==> src/rtl/busy_start_queue.sv <==
// busy_start_queue: collects single-cycle request pulses into a pending count
// and issues them one at a time as a held start level to a downstream busy
// counter. Requests that arrive while the queue is full are dropped and
// counted for debug.
//
// Legal parameter range: 1 <= MAX_PENDING <= 2**CW-1.
module busy_start_queue #(
    parameter int unsigned CW          = 4,
    parameter int unsigned MAX_PENDING = 15,
    parameter int unsigned DW          = 8
) (
    input  logic          i_clk,
    input  logic          i_reset_n,
    input  logic          i_req,
    input  logic          i_busy,
    output logic          o_start,
    output logic [CW-1:0] o_pending,
    output logic          o_full,
    output logic          o_overflow,
    input  logic          i_clr_ovf,
    output logic [DW-1:0] o_drops
);

    localparam logic [CW-1:0] MaxPend = CW'(MAX_PENDING);

    typedef enum logic [1:0] {
        StIdle,
        StIssue,
        StGap
    } state_e;

    state_e        state_q, state_d;
    logic [CW-1:0] pending_q, pending_d;
    logic          ovf_q, ovf_d;
    logic [DW-1:0] drops_q, drops_d;

    logic accept;
    logic inc;
    logic dec;
    logic drop;

    // Handshake and queue bookkeeping terms, all from current register values
    always_comb begin
        o_full = (pending_q == MaxPend);
        accept = o_start && !i_busy;
        dec    = accept;
        // A request while full still fits when the head leaves on the same edge
        inc    = i_req && (!o_full || accept);
        drop   = i_req && o_full && !accept;
    end

    // Pending count next value; inc and dec together net zero
    always_comb begin
        pending_d = pending_q;
        unique case ({inc, dec})
            2'b10:   pending_d = pending_q + CW'(1);
            2'b01:   pending_d = pending_q - CW'(1);
            default: pending_d = pending_q;
        endcase
    end

    // Sticky overflow and saturating drop counter; clear beats a same-cycle drop
    always_comb begin
        ovf_d   = ovf_q;
        drops_d = drops_q;
        if (i_clr_ovf) begin
            ovf_d   = 1'b0;
            drops_d = '0;
        end else if (drop) begin
            ovf_d = 1'b1;
            if (drops_q != {DW{1'b1}}) begin
                drops_d = drops_q + DW'(1);
            end
        end
    end

    // FSM next state: hold ISSUE until accepted, then one forced GAP cycle
    always_comb begin
        state_d = state_q;
        case (state_q)
            StIdle: begin
                if (pending_d != '0) begin
                    state_d = StIssue;
                end
            end
            StIssue: begin
                if (accept) begin
                    state_d = StGap;
                end
            end
            StGap: begin
                state_d = (pending_d != '0) ? StIssue : StIdle;
            end
            default: state_d = StIdle;
        endcase
    end

    // FSM outputs decoded straight from the state flop
    always_comb begin
        o_start    = (state_q == StIssue);
        o_pending  = pending_q;
        o_overflow = ovf_q;
        o_drops    = drops_q;
    end

    // State register
    always_ff @(posedge i_clk or negedge i_reset_n) begin
        if (!i_reset_n) begin
            state_q   <= StIdle;
            pending_q <= '0;
            ovf_q     <= 1'b0;
            drops_q   <= '0;
        end else begin
            state_q   <= state_d;
            pending_q <= pending_d;
            ovf_q     <= ovf_d;
            drops_q   <= drops_d;
        end
    end

endmodule

==> config.mk <==
export PLATFORM = sky130hd
export DESIGN_NAME = busy_start_queue
export DESIGN_NICKNAME = d
export VERILOG_FILES = /design/src/rtl/busy_start_queue.sv
export SDC_FILE = /design/constraint.sdc
export NUM_CORES = 1
export LEC_CHECK = 0
export CAP_MARGIN = 20
export CORE_MARGIN = 10
export CORE_UTILIZATION = 49
export DETAILED_ROUTE_END_ITERATION = 10
export HOLD_SLACK_MARGIN = 0.15
export PLACE_DENSITY_LB_ADDON = 0.08
export SETUP_SLACK_MARGIN = 0.1
export SYNTH_ARGS = -nofsm -noshare
export SYNTH_HDL_FRONTEND = slang
export SYNTH_SLANG_ARGS = --single-unit
export TNS_END_PERCENT = 10
==> constraint.sdc <==
create_clock -name i_clk -period 3 [get_ports i_clk]
set_input_delay 0.6 -clock i_clk [delete_from_list [all_inputs] [get_ports i_clk]]
set_output_delay 0.6 -clock i_clk [all_outputs]
set_load 0.05 [all_outputs]
# --- After elaboration in Yosys (flattened, before gate mapping) ---
# Cells that the tools add are included.
word_totals:
  ff_bits: 15
  inputBits: 5
  word_cells: 39
op_classes:
  n_addsub: 3
  n_eq_ne: 8
  muxes: 10
  n_reduce_logical: 14
ops:
  columns: ["op", "n"]
  rows:
  - ["8-bit 2-to-1 mux", 3]
  - ["8-bit by 1-bit adder with 8-bit output (second input constant)", 1]
  - ["8-bit != test (second input constant)", 1]
  - ["4-bit one-hot mux with 2 select lines", 1]
  - ["2-bit one-hot mux with 3 select lines", 1]
  - ["4-bit by 1-bit adder with 4-bit output (second input constant)", 1]
  - ["2-bit by 1-bit == test with 1-bit output (second input constant)", 2]
  - ["2-bit == test (second input constant)", 2]
  - ["4-bit == test (second input constant)", 1]
  - ["1-bit logical AND", 4]
  - ["2-bit 2-to-1 mux", 2]
  - ["2-bit AND reduction", 2]
  - ["2-bit nonzero test", 2]
  - ["4-bit nonzero test", 1]
  - ["4-bit by 1-bit subtractor with 4-bit output (second input constant)", 1]
  - ["1-bit logical NOT", 3]
  - ["1-bit 2-to-1 mux", 3]
  - ["2-bit logical NOT", 1]
  - ["2-bit by 1-bit != test with 1-bit output (second input constant)", 1]
  - ["2-bit != test (second input constant)", 1]
  - ["1-bit logical OR", 1]

# --- Longest topological paths before layout ---
# Gate-level depths: netlist of run 1.
depth:
  depth_word: 9
  ltp_mapped: 7
  depth_no_buf: 7

# --- Worst setup path after synthesis of run 1 ---
# Ideal clock, no wire load.
synth_timing:
  path_kind: "input to register"
  start: "input i_busy"
  end: "register state_q[0]"
  setup_time_ps: 88
  arrival_ps: 2277
  required_time_ps: 2912
  path_slack_ps: 635
  path_stages: 7
  path_buffers: 0
  path_cell_list: "nor4b_1 xnor2_1 ha_1 nor4bb_1 a211oi_1 a31o_2 a41oi_1"
synth_between:
  elab_chain_len: 9
  word_cells_on_any_way: 13
  classes_between: "eq/ne: 4; mux: 3; reduce/logical: 6"
synth_rtl:
  columns: ["item", "line", "rtl"]
  rows:
  - ["start: declaration", "15", "input logic i_busy,"]
  - ["1-bit logical NOT *", "45", "accept = o_start && !i_busy;"]
  - ["1-bit logical AND *", "45", null]
  - ["1-bit logical OR", "48", "inc = i_req && (!o_full || accept);"]
  - ["1-bit logical AND", "48", null]
  - ["2-bit by 1-bit == test with 1-bit output / 2-bit == test (equally long branches)", "55", "unique case ({inc, dec})"]
  - ["4-bit one-hot mux with 2 select lines", "55", null]
  - ["4-bit nonzero test", "82, 92", null]
  - ["1-bit 2-to-1 mux / 2-bit != test (equally long branches)", null, null]
  - ["2-bit one-hot mux with 3 select lines / 2-bit AND reduction (equally long branches)", null, null]
  - ["end signal: assignment", "109", "state_q <= StIdle;"]
  - ["end signal: assignment", "114", "state_q <= state_d;"]
  - ["end: declaration", "32", "state_e state_q, state_d;"]
# Every way passes the cells marked *; elsewhere a longest branch is shown, timed or not.
# A chain may end at the register's enable or synchronous reset.

# --- Final worst setup path of run 1 ---
# Same ends and word-level chain as after synthesis.

==> insert_results.sql, run 1 <==
INSERT INTO impl_metrics (metric_group, metric, value, unit) VALUES
('route', 'final_antenna_net_count', '0', ''),
('layout', 'layout.cell_area.non_filler', '1140', 'um2'),
('route', 'via_per_inst', '5.90', ''),
('power_and_ir_drop', 'peakVddDrop', '0.546', 'mV'),
('status', 'outcome', 'finished clean', ''),
('min_path', 'timing.hold.worst.start', 'o_overflow', ''),
('sta', 'report.final.hold_viol_count', '0', ''),
('setup_path', 'path_class', 'in -> reg', ''),
('layout', 'nNetsFinal', '126', ''),
('yosys', 'ys_seq_elements', '15', ''),
('yosys', 'synth_top_area_cell', 'sky130_fd_sc_hd__dfrtp_1', ''),
('floorplanning', 'initial_core_util', '52.8', '%'),
('yosys', 'gate_count_after_technology_mapping', '99', ''),
('floorplanning', 'floorplan.core_area', '1750', 'um2'),
('global_route', 'antenna_found_initial', '0', ''),
('min_path', 'hold_path_end', 'o_overflow', ''),
('yosys', 'yosysSeqAreaShare', '40.8', '%'),
('clock_network', 'cts.sinks', '15', ''),
('min_path', 'timing.hold.worst.class', 'reg -> reg', ''),
('setup_path', 'category_of_the_worst_setup_path_launch_point', 'input port', ''),
('route', 'totalWireLength', '2100', 'um'),
('power_and_ir_drop', 'p_sw', '0.379', 'mW'),
('job', 'cap_violations', '0', ''),
('sta', 'period_share', '85.6', '%'),
('layout', 'nFillCells', '145', ''),
('clock_network', 'clock_path_buffers', '2', ''),
('clock_network', 'number_of_buffers_inserted_by_post_cts_setup_repair', '0', ''),
('setup_path', 'critical_path.max_fanout', '4', ''),
('layout', 'mostFrequentLayoutCells', 'sky130_fd_sc_hd__clkdlybuf4s50_1 (19), sky130_fd_sc_hd__dfrtp_1 (15), sky130_fd_sc_hd__a21oi_1 (10)', ''),
('clock_network', 'worst_setup_hold_path_clk_slew', '0.08', 'ns'),
('sta', 'fin_worst_skew', '0.00480', 'ns'),
('setup_path', 'timing.reg2reg.setup_slack', '0.79', 'ns'),
('clock_network', 'ctsHoldBuffers', '0', ''),
('floorplanning', 'io-pin-count', '20', ''),
('yosys', 'synth.area.top_cells', 'sky130_fd_sc_hd__dfrtp_1 (41%), sky130_fd_sc_hd__a21oi_1 (5.4%), sky130_fd_sc_hd__or4_1 (3.3%)', ''),
('sta', 'rsz0062_at_grt', 'false', ''),
('route', 'routed_wire_length_per_instance', '14.7', 'um'),
('sta', 'finalCriticalPeriod', '2.57', 'ns'),
('placement', 'rd_place_congestion', '0.859', ''),
('sta', 'max-slew-margin-rel', '56.2', '%'),
('power_and_ir_drop', 'internal_power', '0.455', 'mW'),
('power_and_ir_drop', 'clkPwrFrac', '13.1', '%'),
('floorplanning', 'rows', '15', ''),
('sta', 'maxSlewViolCount', '0', ''),
('sta', 'clock.fmax', '389', 'MHz'),
('layout', 'antenna_cells_inserted', '0', ''),
('clock_network', 'numCtsBuffers', '3', ''),
('route', 'first_iter_violations', '35', ''),
('placement', 'place.detailed.instances', '139', ''),
('global_route', 'grt_overflow_total', '0', ''),
('yosys', 'ys_types', '39', ''),
('route', 'drt-pass1-iter-count', '4', ''),
('layout', 'drive_above_1_share', '9.32', '%'),
('setup_path', 'critical_path_arrival', '2.76', 'ns'),
('min_path', 'timing.hold.worst_path_depth', '2', ''),
('sta', 'setup-tns-final', '0', 'ns'),
('yosys', 'synth_nets', '106', ''),
('clock_network', 'cts.htree.levels', '1', ''),
('yosys', 'yosys_warnings', '0', ''),
('setup_path', 'crit-reg2reg-capture', 'state_q[0]', ''),
('yosys', 'synth.avg_cell_area', '9.30', 'um2'),
('floorplanning', 'fp.dieArea', '4010', 'um2'),
('global_route', 'grt_start_max_net_pins', '17', ''),
('power_and_ir_drop', 'powerDensity', '728', 'nW/um2'),
('route', 'num_vias', '844', ''),
('placement', 'placedInstanceArea', '1120', 'um2'),
('power_and_ir_drop', 'power_frac_comb', '51.4', '%'),
('sta', 'setup_viol', '0', ''),
('global_route', 'grt_pass1_wl', '3370', 'um'),
('placement', 'detailedPlacementHpwl', '1570', 'um'),
('yosys', 'synth_top_area_share', '40.8', '%');
[cells in the mapped netlist]
cell type / instances
sky130_fd_sc_hd__mux2i_1: 1
sky130_fd_sc_hd__a41oi_1: 1
sky130_fd_sc_hd__and2_0: 1
sky130_fd_sc_hd__a21boi_0: 2
sky130_fd_sc_hd__mux2_2: 1
sky130_fd_sc_hd__o22ai_1: 1
sky130_fd_sc_hd__clkbuf_1: 1
sky130_fd_sc_hd__inv_1: 7
sky130_fd_sc_hd__a31o_2: 1
sky130_fd_sc_hd__o21ai_0: 4
sky130_fd_sc_hd__and2_1: 1
sky130_fd_sc_hd__a211oi_1: 1
sky130_fd_sc_hd__o41ai_1: 2
sky130_fd_sc_hd__nor4_1: 2
sky130_fd_sc_hd__nand3_1: 5
sky130_fd_sc_hd__xnor2_1: 3
sky130_fd_sc_hd__buf_6: 1
sky130_fd_sc_hd__nor4bb_1: 1
sky130_fd_sc_hd__nor4b_1: 1
sky130_fd_sc_hd__nor2b_1: 2
sky130_fd_sc_hd__nand3_4: 1
sky130_fd_sc_hd__nand4_2: 1
sky130_fd_sc_hd__buf_4: 1
sky130_fd_sc_hd__a2bb2oi_1: 2
sky130_fd_sc_hd__a31oi_1: 1
sky130_fd_sc_hd__or3_1: 2
sky130_fd_sc_hd__nand4_1: 2
sky130_fd_sc_hd__buf_2: 1
sky130_fd_sc_hd__clkbuf_4: 1
sky130_fd_sc_hd__buf_1: 1
sky130_fd_sc_hd__a21oi_1: 10
sky130_fd_sc_hd__nor2_1: 5
sky130_fd_sc_hd__nand2_1: 4
sky130_fd_sc_hd__clkinv_2: 2
sky130_fd_sc_hd__dfrtp_1: 15
sky130_fd_sc_hd__o31ai_1: 3
sky130_fd_sc_hd__or4_1: 4
sky130_fd_sc_hd__or3b_1: 2
sky130_fd_sc_hd__ha_1: 2
[worst max-delay path by stage]
stage / end / slack (ns) / from / cells past startpoint
after CTS: state_q[0] / 0.40 / i_busy / 8
after global placement: state_q[0] / 0.27 / i_busy / 8
after floorplan: state_q[0] / 0.63 / i_busy / 7
after detailed placement: state_q[0] / 0.14 / i_busy / 8
after global routing: state_q[0] / 0.27 / i_busy / 8
final: state_q[0] / 0.43 / i_busy / 8
[through the flow]
| stage | hold slack, ns | power, mW | worst slack, ns |
|---|---|---|---|
| after floorplan | 0.304 | 0.615 | 0.635 |
| after global placement | 0.508 | 0.723 | 0.270 |
| after detailed placement | 0.530 | 0.727 | 0.135 |
| after CTS | 0.543 | 0.840 | 0.404 |
| after global routing | 0.571 | 0.890 | 0.273 |
| final | 0.535 | 0.834 | 0.432 |
[power groups by stage]
stage	Combinational [mW]	Clock [mW]	Sequential [mW]
3_5_place_dp	0.428	0	0.299
4_1_cts	0.431	0.114	0.295
2_1_floorplan	0.244	0	0.371
6_report	0.429	0.109	0.296
5_1_grt	0.461	0.125	0.304
3_3_place_gp	0.425	0	0.298
[layer usage]
layer	share of wire [%]	GRT usage [%]	up-vias	wire length, um
li1	-	-	410	-
met1	46	12.8	407	960
met2	46	14.3	25	964
met3	7.5	5.30	2	158
met4	0.57	1.91	0	12
met5	0	0	-	0
[registers in the layout, indices dropped and copies added, names as in the netlist]
| name | count |
|---|---|
| o_drops | 8 |
| o_overflow | 1 |
| o_pending | 4 |
| state_q | 2 |
[kinds of logic after synthesis]
logic type,Yosys count,synth area share (%)
DFF,15,40.8
muxes,2,2.31
xor gates and xnor gates,3,2.85
adders and majority gates,2,2.72
and+or+nand+nor,34,23.6
buffers and inverters,15,8.15
AOI/OAI and AO/OA,28,19.6
[final cells by class]
class	count	area [um2]	share of cell area, %
inverter	9	36.3	3.17
clock buffer	4	26.3	2.30
multi-input combinational	69	470	41.1
sequential	15	375	32.8
tap	25	31.3	2.73
timing repair buffer	21	205	17.9
[critical path, stage by stage]
cell and delay, ns:
sky130_fd_sc_hd__clkdlybuf4s50_1 0.46, sky130_fd_sc_hd__nor4b_1 0.48, sky130_fd_sc_hd__xnor2_1 0.13, sky130_fd_sc_hd__ha_1 0.30
sky130_fd_sc_hd__nor4bb_1 0.27, sky130_fd_sc_hd__a211oi_1 0.08, sky130_fd_sc_hd__a31o_2 0.23, sky130_fd_sc_hd__a41oi_1 0.21
Note: power is estimated with default switching activity, not from simulation.
==> inputs of run 2 (changes only) <==
--- a/config.mk
+++ b/config.mk
@@ -11,7 +11,9 @@
 export DETAILED_ROUTE_END_ITERATION = 10
 export HOLD_SLACK_MARGIN = 0.15
 export PLACE_DENSITY_LB_ADDON = 0.08
+export REMOVE_ABC_BUFFERS = 1
 export SETUP_SLACK_MARGIN = 0.1
+export SKIP_CTS_REPAIR_TIMING = 1
 export SYNTH_ARGS = -nofsm -noshare
 export SYNTH_HDL_FRONTEND = slang
 export SYNTH_SLANG_ARGS = --single-unit
==> constraint.sdc (replaced) <==
create_clock -name i_clk -period 2.65 [get_ports i_clk]
set_input_delay 0.53 -clock i_clk [delete_from_list [all_inputs] [get_ports i_clk]]
set_output_delay 0.53 -clock i_clk [all_outputs]
set_load 0.05 [all_outputs]
==> run 2 against run 1 <==
  * Die area stayed put
  * Power is 16% higher
  * Flip-flop and latch count stayed put
  * Sequential power is 9.8% higher
  * Clock-buffer cell count is 1 lower
  * Utilization is 1.2 points higher
==> insert_results.sql, run 2 (same netlist as run 1, synthesis figures left out) <==
INSERT INTO impl_metrics (metric_group, metric, value, unit) VALUES
('setup_path', 'critical_path.max_fanout', '2', ''),
('floorplanning', 'fp.dieArea', '4010', 'um2'),
('sta', 'setup-tns-final', '0', 'ns'),
('global_route', 'grt_overflow_total', '0', ''),
('global_route', 'antenna_found_initial', '0', ''),
('route', 'via_per_inst', '5.68', ''),
('global_route', 'grt_start_max_net_pins', '17', ''),
('setup_path', 'critical_path_arrival', '2.61', 'ns'),
('sta', 'maxSlewViolCount', '0', ''),
('sta', 'finalCriticalPeriod', '2.42', 'ns'),
('setup_path', 'timing.critical_path.from', 'i_busy', ''),
('setup_path', 'path_class', 'in -> reg', ''),
('job', 'cap_violations', '0', ''),
('layout', 'area_growth_syn_to_layout', '26.6', '%'),
('setup_path', 'rr_worst_depth', '7', ''),
('clock_network', 'cts.htree.levels', '1', ''),
('route', 'first_iter_violations', '16', ''),
('setup_path', 'category_of_the_worst_setup_path_launch_point', 'input port', ''),
('clock_network', 'worst_setup_hold_path_clk_slew', '0.08', 'ns'),
('min_path', 'timing.hold.worst.class', 'reg -> reg', ''),
('floorplanning', 'floorplan.core_area', '1750', 'um2'),
('sta', 'worst_slew_pin_slew', '0.659', 'ns'),
('sta', 'fin_worst_skew', '0.00825', 'ns'),
('setup_path', 'critical_path.endpoint_type', 'flip-flop', ''),
('power_and_ir_drop', 'powerDensity', '833', 'nW/um2'),
('status', 'outcome', 'finished clean', ''),
('placement', 'portBuffers', '19', ''),
('layout', 'layout.cell_area.non_filler', '1170', 'um2'),
('route', 'drt-pass1-iter-count', '4', ''),
('floorplanning', 'io-pin-count', '20', ''),
('route', 'final_antenna_net_count', '0', ''),
('placement', 'placedInstanceArea', '1130', 'um2'),
('power_and_ir_drop', 'cellLeakagePower', '0.469', 'nW'),
('setup_path', 'r2r-start', 'state_q[1]', ''),
('layout', 'drive_above_1_share', '11.7', '%'),
('route', 'num_vias', '824', ''),
('clock_network', 'insertion_delay', '0.29', 'ns'),
('clock_network', 'cts.sinks', '15', ''),
('floorplanning', 'fp.dieW', '63.4', 'um'),
('layout', 'largest_register_ffs', '8', ''),
('sta', 'period_share', '91.2', '%'),
('floorplanning', 'initial_core_util', '52.8', '%'),
('clock_network', 'clock_path_buffers', '2', ''),
('clock_network', 'numCtsBuffers', '3', ''),
('sta', 'fin_hold_ws', '0.532', 'ns'),
('clock_network', 'cts.root.buffer_cell', 'sky130_fd_sc_hd__clkbuf_4', ''),
('floorplanning', 'die_h', '63.4', 'um'),
('sta', 'setup_viol', '0', ''),
('layout', 'mostFrequentLayoutCells', 'sky130_fd_sc_hd__clkdlybuf4s50_1 (18), sky130_fd_sc_hd__dfrtp_1 (15), sky130_fd_sc_hd__a21oi_1 (10)', ''),
('route', 'drt_drc_violations_left', '0', ''),
('placement', 'detailedPlacementHpwl', '1750', 'um'),
('route', 'routed_wire_length_per_instance', '15.5', 'um'),
('power_and_ir_drop', 'post-layout-total-power', '0.971', 'mW'),
('sta', 'report.final.hold_viol_count', '0', ''),
('global_route', 'grt_pass1_wl', '3910', 'um'),
('clock_network', 'cts_tree', 'built', ''),
('route', 'totalWireLength', '2250', 'um'),
('setup_path', 'crit-reg2reg-capture', 'state_q[0]', ''),
('layout', 'antenna_cells_inserted', '0', ''),
('sta', 'rsz0062_at_grt', 'true', ''),
('floorplanning', 'rows', '15', ''),
('power_and_ir_drop', 'peakVddDrop', '0.485', 'mV'),
('sta', 'clock.fmax', '414', 'MHz'),
('setup_path', 'worst_ep_required_time', '2.84', 'ns'),
('placement', 'rd_place_congestion', '0.858', ''),
('setup_path', 'cp-endpoint', 'state_q[0]', ''),
('layout', 'nNetsFinal', '128', ''),
('global_route', 'first_global_vias', '817', ''),
('global_route', 'grt_util_all_layers', '11.8', '%'),
('sta', 'max-slew-margin-rel', '55.9', '%'),
('setup_path', 'timing.reg2reg.setup_slack', '0.45', 'ns'),
('layout', 'final_common_cell', 'sky130_fd_sc_hd__clkdlybuf4s50_1', '');
-- run 2: layer usage --
metal	track usage [%]	vias to the layer above	wire, um
li1	-	411	-
met5	0	-	0
met4	2.73	0	14
met2	18.1	14	1070
met1	14.9	397	1060
met3	4.95	2	114
-- run 2: worst max-delay path: stages --
cell	delay, ns
sky130_fd_sc_hd__clkdlybuf4s50_1	0.42
sky130_fd_sc_hd__nor4b_1	0.44
sky130_fd_sc_hd__xnor2_1	0.12
sky130_fd_sc_hd__ha_1	0.29
sky130_fd_sc_hd__nor4bb_1	0.27
sky130_fd_sc_hd__a211oi_1	0.08
sky130_fd_sc_hd__a31o_2	0.24
sky130_fd_sc_hd__a41oi_1	0.22
-- run 2: power by group --
part / switching, mW / internal, mW
sequential: 0.0593 / 0.266
combinational: 0.312 / 0.201
clock: 0.0750 / 0.0574
total: 0.447 / 0.525
-- run 2: stage by stage --
step | util [%] | worst slack, ns | cells
floorplan | - | 0.354 | 93
global placement | 64.9 | 0.0273 | 141
detailed placement | 64.9 | -0.0997 | 141
CTS | 66.7 | 0.118 | 145
global route | 66.8 | 0.0334 | 145
finish | 66.8 | 0.232 | 145
-- run 2: worst min-delay path by stage --
stage,end,from,cells past startpoint
floorplan,o_drops[0],i_reset_n,0
global placement,o_overflow,o_overflow,2
detailed placement,o_overflow,o_overflow,2
CTS,o_overflow,o_overflow,2
global route,o_overflow,o_overflow,2
finish,o_overflow,o_overflow,2
-- run 2: final cells by class --
class / count / area, um2
Clock inverter: 1 / 7.51
Inverter: 9 / 36.3
Tap cell: 25 / 31.3
Timing Repair Buffer: 23 / 223
Fill cell: 165 / 579
Clock buffer: 3 / 22.5
Sequential cell: 15 / 375
Multi-Input combinational cell: 69 / 470
==> inputs of run 3 (changes only) <==
--- a/config.mk
+++ b/config.mk
@@ -6,6 +6,7 @@
 export NUM_CORES = 1
 export LEC_CHECK = 0
 export CAP_MARGIN = 20
+export CORE_ASPECT_RATIO = 1.25
 export CORE_MARGIN = 10
 export CORE_UTILIZATION = 49
 export DETAILED_ROUTE_END_ITERATION = 10
==> run 3 against run 2 <==
  * Via count grew 0.73%
  * Global-route usage grew 0.38 points
  * Clock skew is essentially flat
  * Critical path depth shrank 5
  * Largest cell class unchanged
==> insert_results.sql, run 3 (same netlist as run 1, synthesis figures left out) <==
INSERT INTO impl_metrics (metric_group, metric, value, unit) VALUES
('clock_network', 'worst_setup_hold_path_clk_slew', '0.10', 'ns'),
('placement', 'portBuffers', '19', ''),
('sta', 'report.final.hold_viol_count', '0', ''),
('floorplanning', 'fp.dieW', '58.8', 'um'),
('sta', 'maxSlewViolCount', '0', ''),
('route', 'met2_wirelength', '1140', 'um'),
('power_and_ir_drop', 'cellLeakagePower', '0.462', 'nW'),
('sta', 'setup-tns-final', '0', 'ns'),
('setup_path', 'critical_path.endpoint_type', 'output port', ''),
('layout', 'largest_register_ffs', '8', ''),
('status', 'outcome', 'finished clean', ''),
('setup_path', 'critical_path.max_fanout', '7', ''),
('layout', 'multi_input_gate_area_in_the_final_layout', '477', 'um2'),
('layout', 'finalCoreUtilization', '65.3', '%'),
('placement', 'detailedPlacementHpwl', '1650', 'um'),
('clock_network', 'insertion_delay', '0.28', 'ns'),
('power_and_ir_drop', 'internal_power', '0.535', 'mW'),
('sta', 'period_share', '91.7', '%'),
('sta', 'rsz0062_at_grt', 'false', ''),
('job', 'cap_violations', '0', ''),
('power_and_ir_drop', 'clkPwrFrac', '13.1', '%'),
('route', 'met3_wire_length', '130', 'um'),
('global_route', 'first_global_vias', '880', ''),
('sta', 'finalCriticalPeriod', '2.43', 'ns'),
('power_and_ir_drop', 'post-layout-total-power', '0.985', 'mW'),
('layout', 'area_growth_syn_to_layout', '26.8', '%'),
('sta', 'clock.fmax', '412', 'MHz'),
('setup_path', 'path_class', 'reg -> out', ''),
('layout', 'nFillCells', '166', ''),
('global_route', 'grt_overflow_total', '0', ''),
('power_and_ir_drop', 'peakVddDrop', '0.746', 'mV'),
('layout', 'drive_above_1_share', '13.2', '%'),
('route', 'maxUsedRoutingLayer', 'met4', ''),
('floorplanning', 'io-pin-count', '20', ''),
('global_route', 'antenna_found_initial', '0', ''),
('sta', 'worst_slew_pin_slew', '0.676', 'ns'),
('floorplanning', 'rows', '17', ''),
('power_and_ir_drop', 'power_frac_comb', '55.5', '%'),
('route', 'drt-pass1-iter-count', '4', ''),
('power_and_ir_drop', 'powerDensity', '843', 'nW/um2'),
('global_route', 'grt_pass1_wl', '3940', 'um'),
('placement', 'placedInstanceArea', '1130', 'um2'),
('clock_network', 'cts.htree.levels', '1', ''),
('route', 'final_antenna_net_count', '0', ''),
('clock_network', 'numCtsBuffers', '3', ''),
('sta', 'fin_worst_skew', '0.00789', 'ns'),
('route', 'routed_wire_length_per_instance', '15.6', 'um'),
('layout', 'mostFrequentLayoutCells', 'sky130_fd_sc_hd__clkdlybuf4s50_1 (19), sky130_fd_sc_hd__dfrtp_1 (15), sky130_fd_sc_hd__a21oi_1 (10)', ''),
('route', 'totalWireLength', '2180', 'um'),
('floorplanning', 'floorplan.core_area', '1790', 'um2'),
('route', 'first_iter_violations', '11', ''),
('placement', 'rd_place_congestion', '0.801', ''),
('global_route', 'grt_start_max_net_pins', '17', ''),
('route', 'via_per_inst', '5.93', ''),
('global_route', 'grt_util_all_layers', '12.2', '%'),
('layout', 'nNetsFinal', '129', ''),
('layout', 'antenna_cells_inserted', '0', ''),
('route', 'drt_drc_violations_left', '0', ''),
('power_and_ir_drop', 'p_sw', '0.450', 'mW'),
('sta', 'max-slew-margin-rel', '54.8', '%'),
('power_and_ir_drop', 'seq_power_share', '31.5', '%'),
('power_and_ir_drop', 'p_sw_share', '45.7', '%'),
('setup_path', 'critical_path_arrival', '1.90', 'ns'),
('setup_path', 'category_of_the_worst_setup_path_launch_point', 'flip-flop', ''),
('floorplanning', 'die_h', '68.5', 'um'),
('layout', 'final_common_cell', 'sky130_fd_sc_hd__clkdlybuf4s50_1', ''),
('clock_network', 'cts.sinks', '15', ''),
('setup_path', 'worst_ep_required_time', '2.12', 'ns'),
('min_path', 'timing.hold.worst.class', 'reg -> reg', ''),
('route', 'num_vias', '830', ''),
('route', 'routedLengthMet1', '897', 'um'),
('floorplanning', 'initial_core_util', '51.5', '%'),
('floorplanning', 'fp.dieArea', '4020', 'um2'),
('layout', 'register_area', '375', 'um2'),
('clock_network', 'cts_tree', 'built', ''),
('sta', 'setup_viol', '0', ''),
('clock_network', 'clock_path_buffers', '2', ''),
('clock_network', 'cts.root.buffer_cell', 'sky130_fd_sc_hd__clkbuf_4', ''),
('layout', 'layout.cell_area.non_filler', '1170', 'um2');
run 3: worst max-delay path, stage by stage, from the launching register on:
cell,delay (ns)
sky130_fd_sc_hd__dfrtp_1,0.48
sky130_fd_sc_hd__nand4_2,0.21
sky130_fd_sc_hd__clkinv_2,0.13
sky130_fd_sc_hd__clkdlybuf4s50_1,0.81
run 3: layout make-up:
type,instances,share of cell area (%)
clock buffer,3,1.93
clock inverter,1,0.429
inverter,9,3.11
multi-input combinational,69,40.8
sequential,15,32.2
tap,19,2.04
timing repair buffer,24,19.5
run 3: layer usage:
| layer | up-vias | track usage (%) |
|---|---|---|
| met3 | 2 | 4.44 |
| met1 | 400 | 12.9 |
| met5 | - | 0 |
| met4 | 0 | 3.45 |
| li1 | 414 | - |
| met2 | 14 | 22.1 |
run 3: worst paths after layout:
check | start | endpoint | slack [ns] | cells past startpoint
max in group asynchronous | i_reset_n | o_drops[3] | 1.56 | 1
hold / removal | o_overflow | o_overflow | 0.52 | 2
setup reg to reg | state_q[1] | state_q[0] | 0.49 | 7
min in group asynchronous | i_reset_n | o_drops[7] | 0.65 | 1
hold reg to reg | o_overflow | o_overflow | 0.52 | 2
setup / recovery | o_pending[2] | o_full | 0.22 | 3
run 3: power groups by stage:
stage	registers (mW)	clock network, mW	logic, mW
floorplan	0.432	0	0.241
global placement	0.313	0	0.539
detailed placement	0.314	0	0.548
CTS	0.311	0.132	0.549
global route	0.317	0.147	0.588
finish	0.310	0.129	0.546
run 3: stage by stage:
stage          cells  hold slack [ns]  setup WS, ns
2_1_floorplan     93            0.234         0.354
3_3_place_gp     136            0.503        0.0297
3_5_place_dp     136            0.514        -0.102
4_1_cts          140            0.528         0.182
5_1_grt          140            0.574         0.133
6_report         140            0.524         0.220
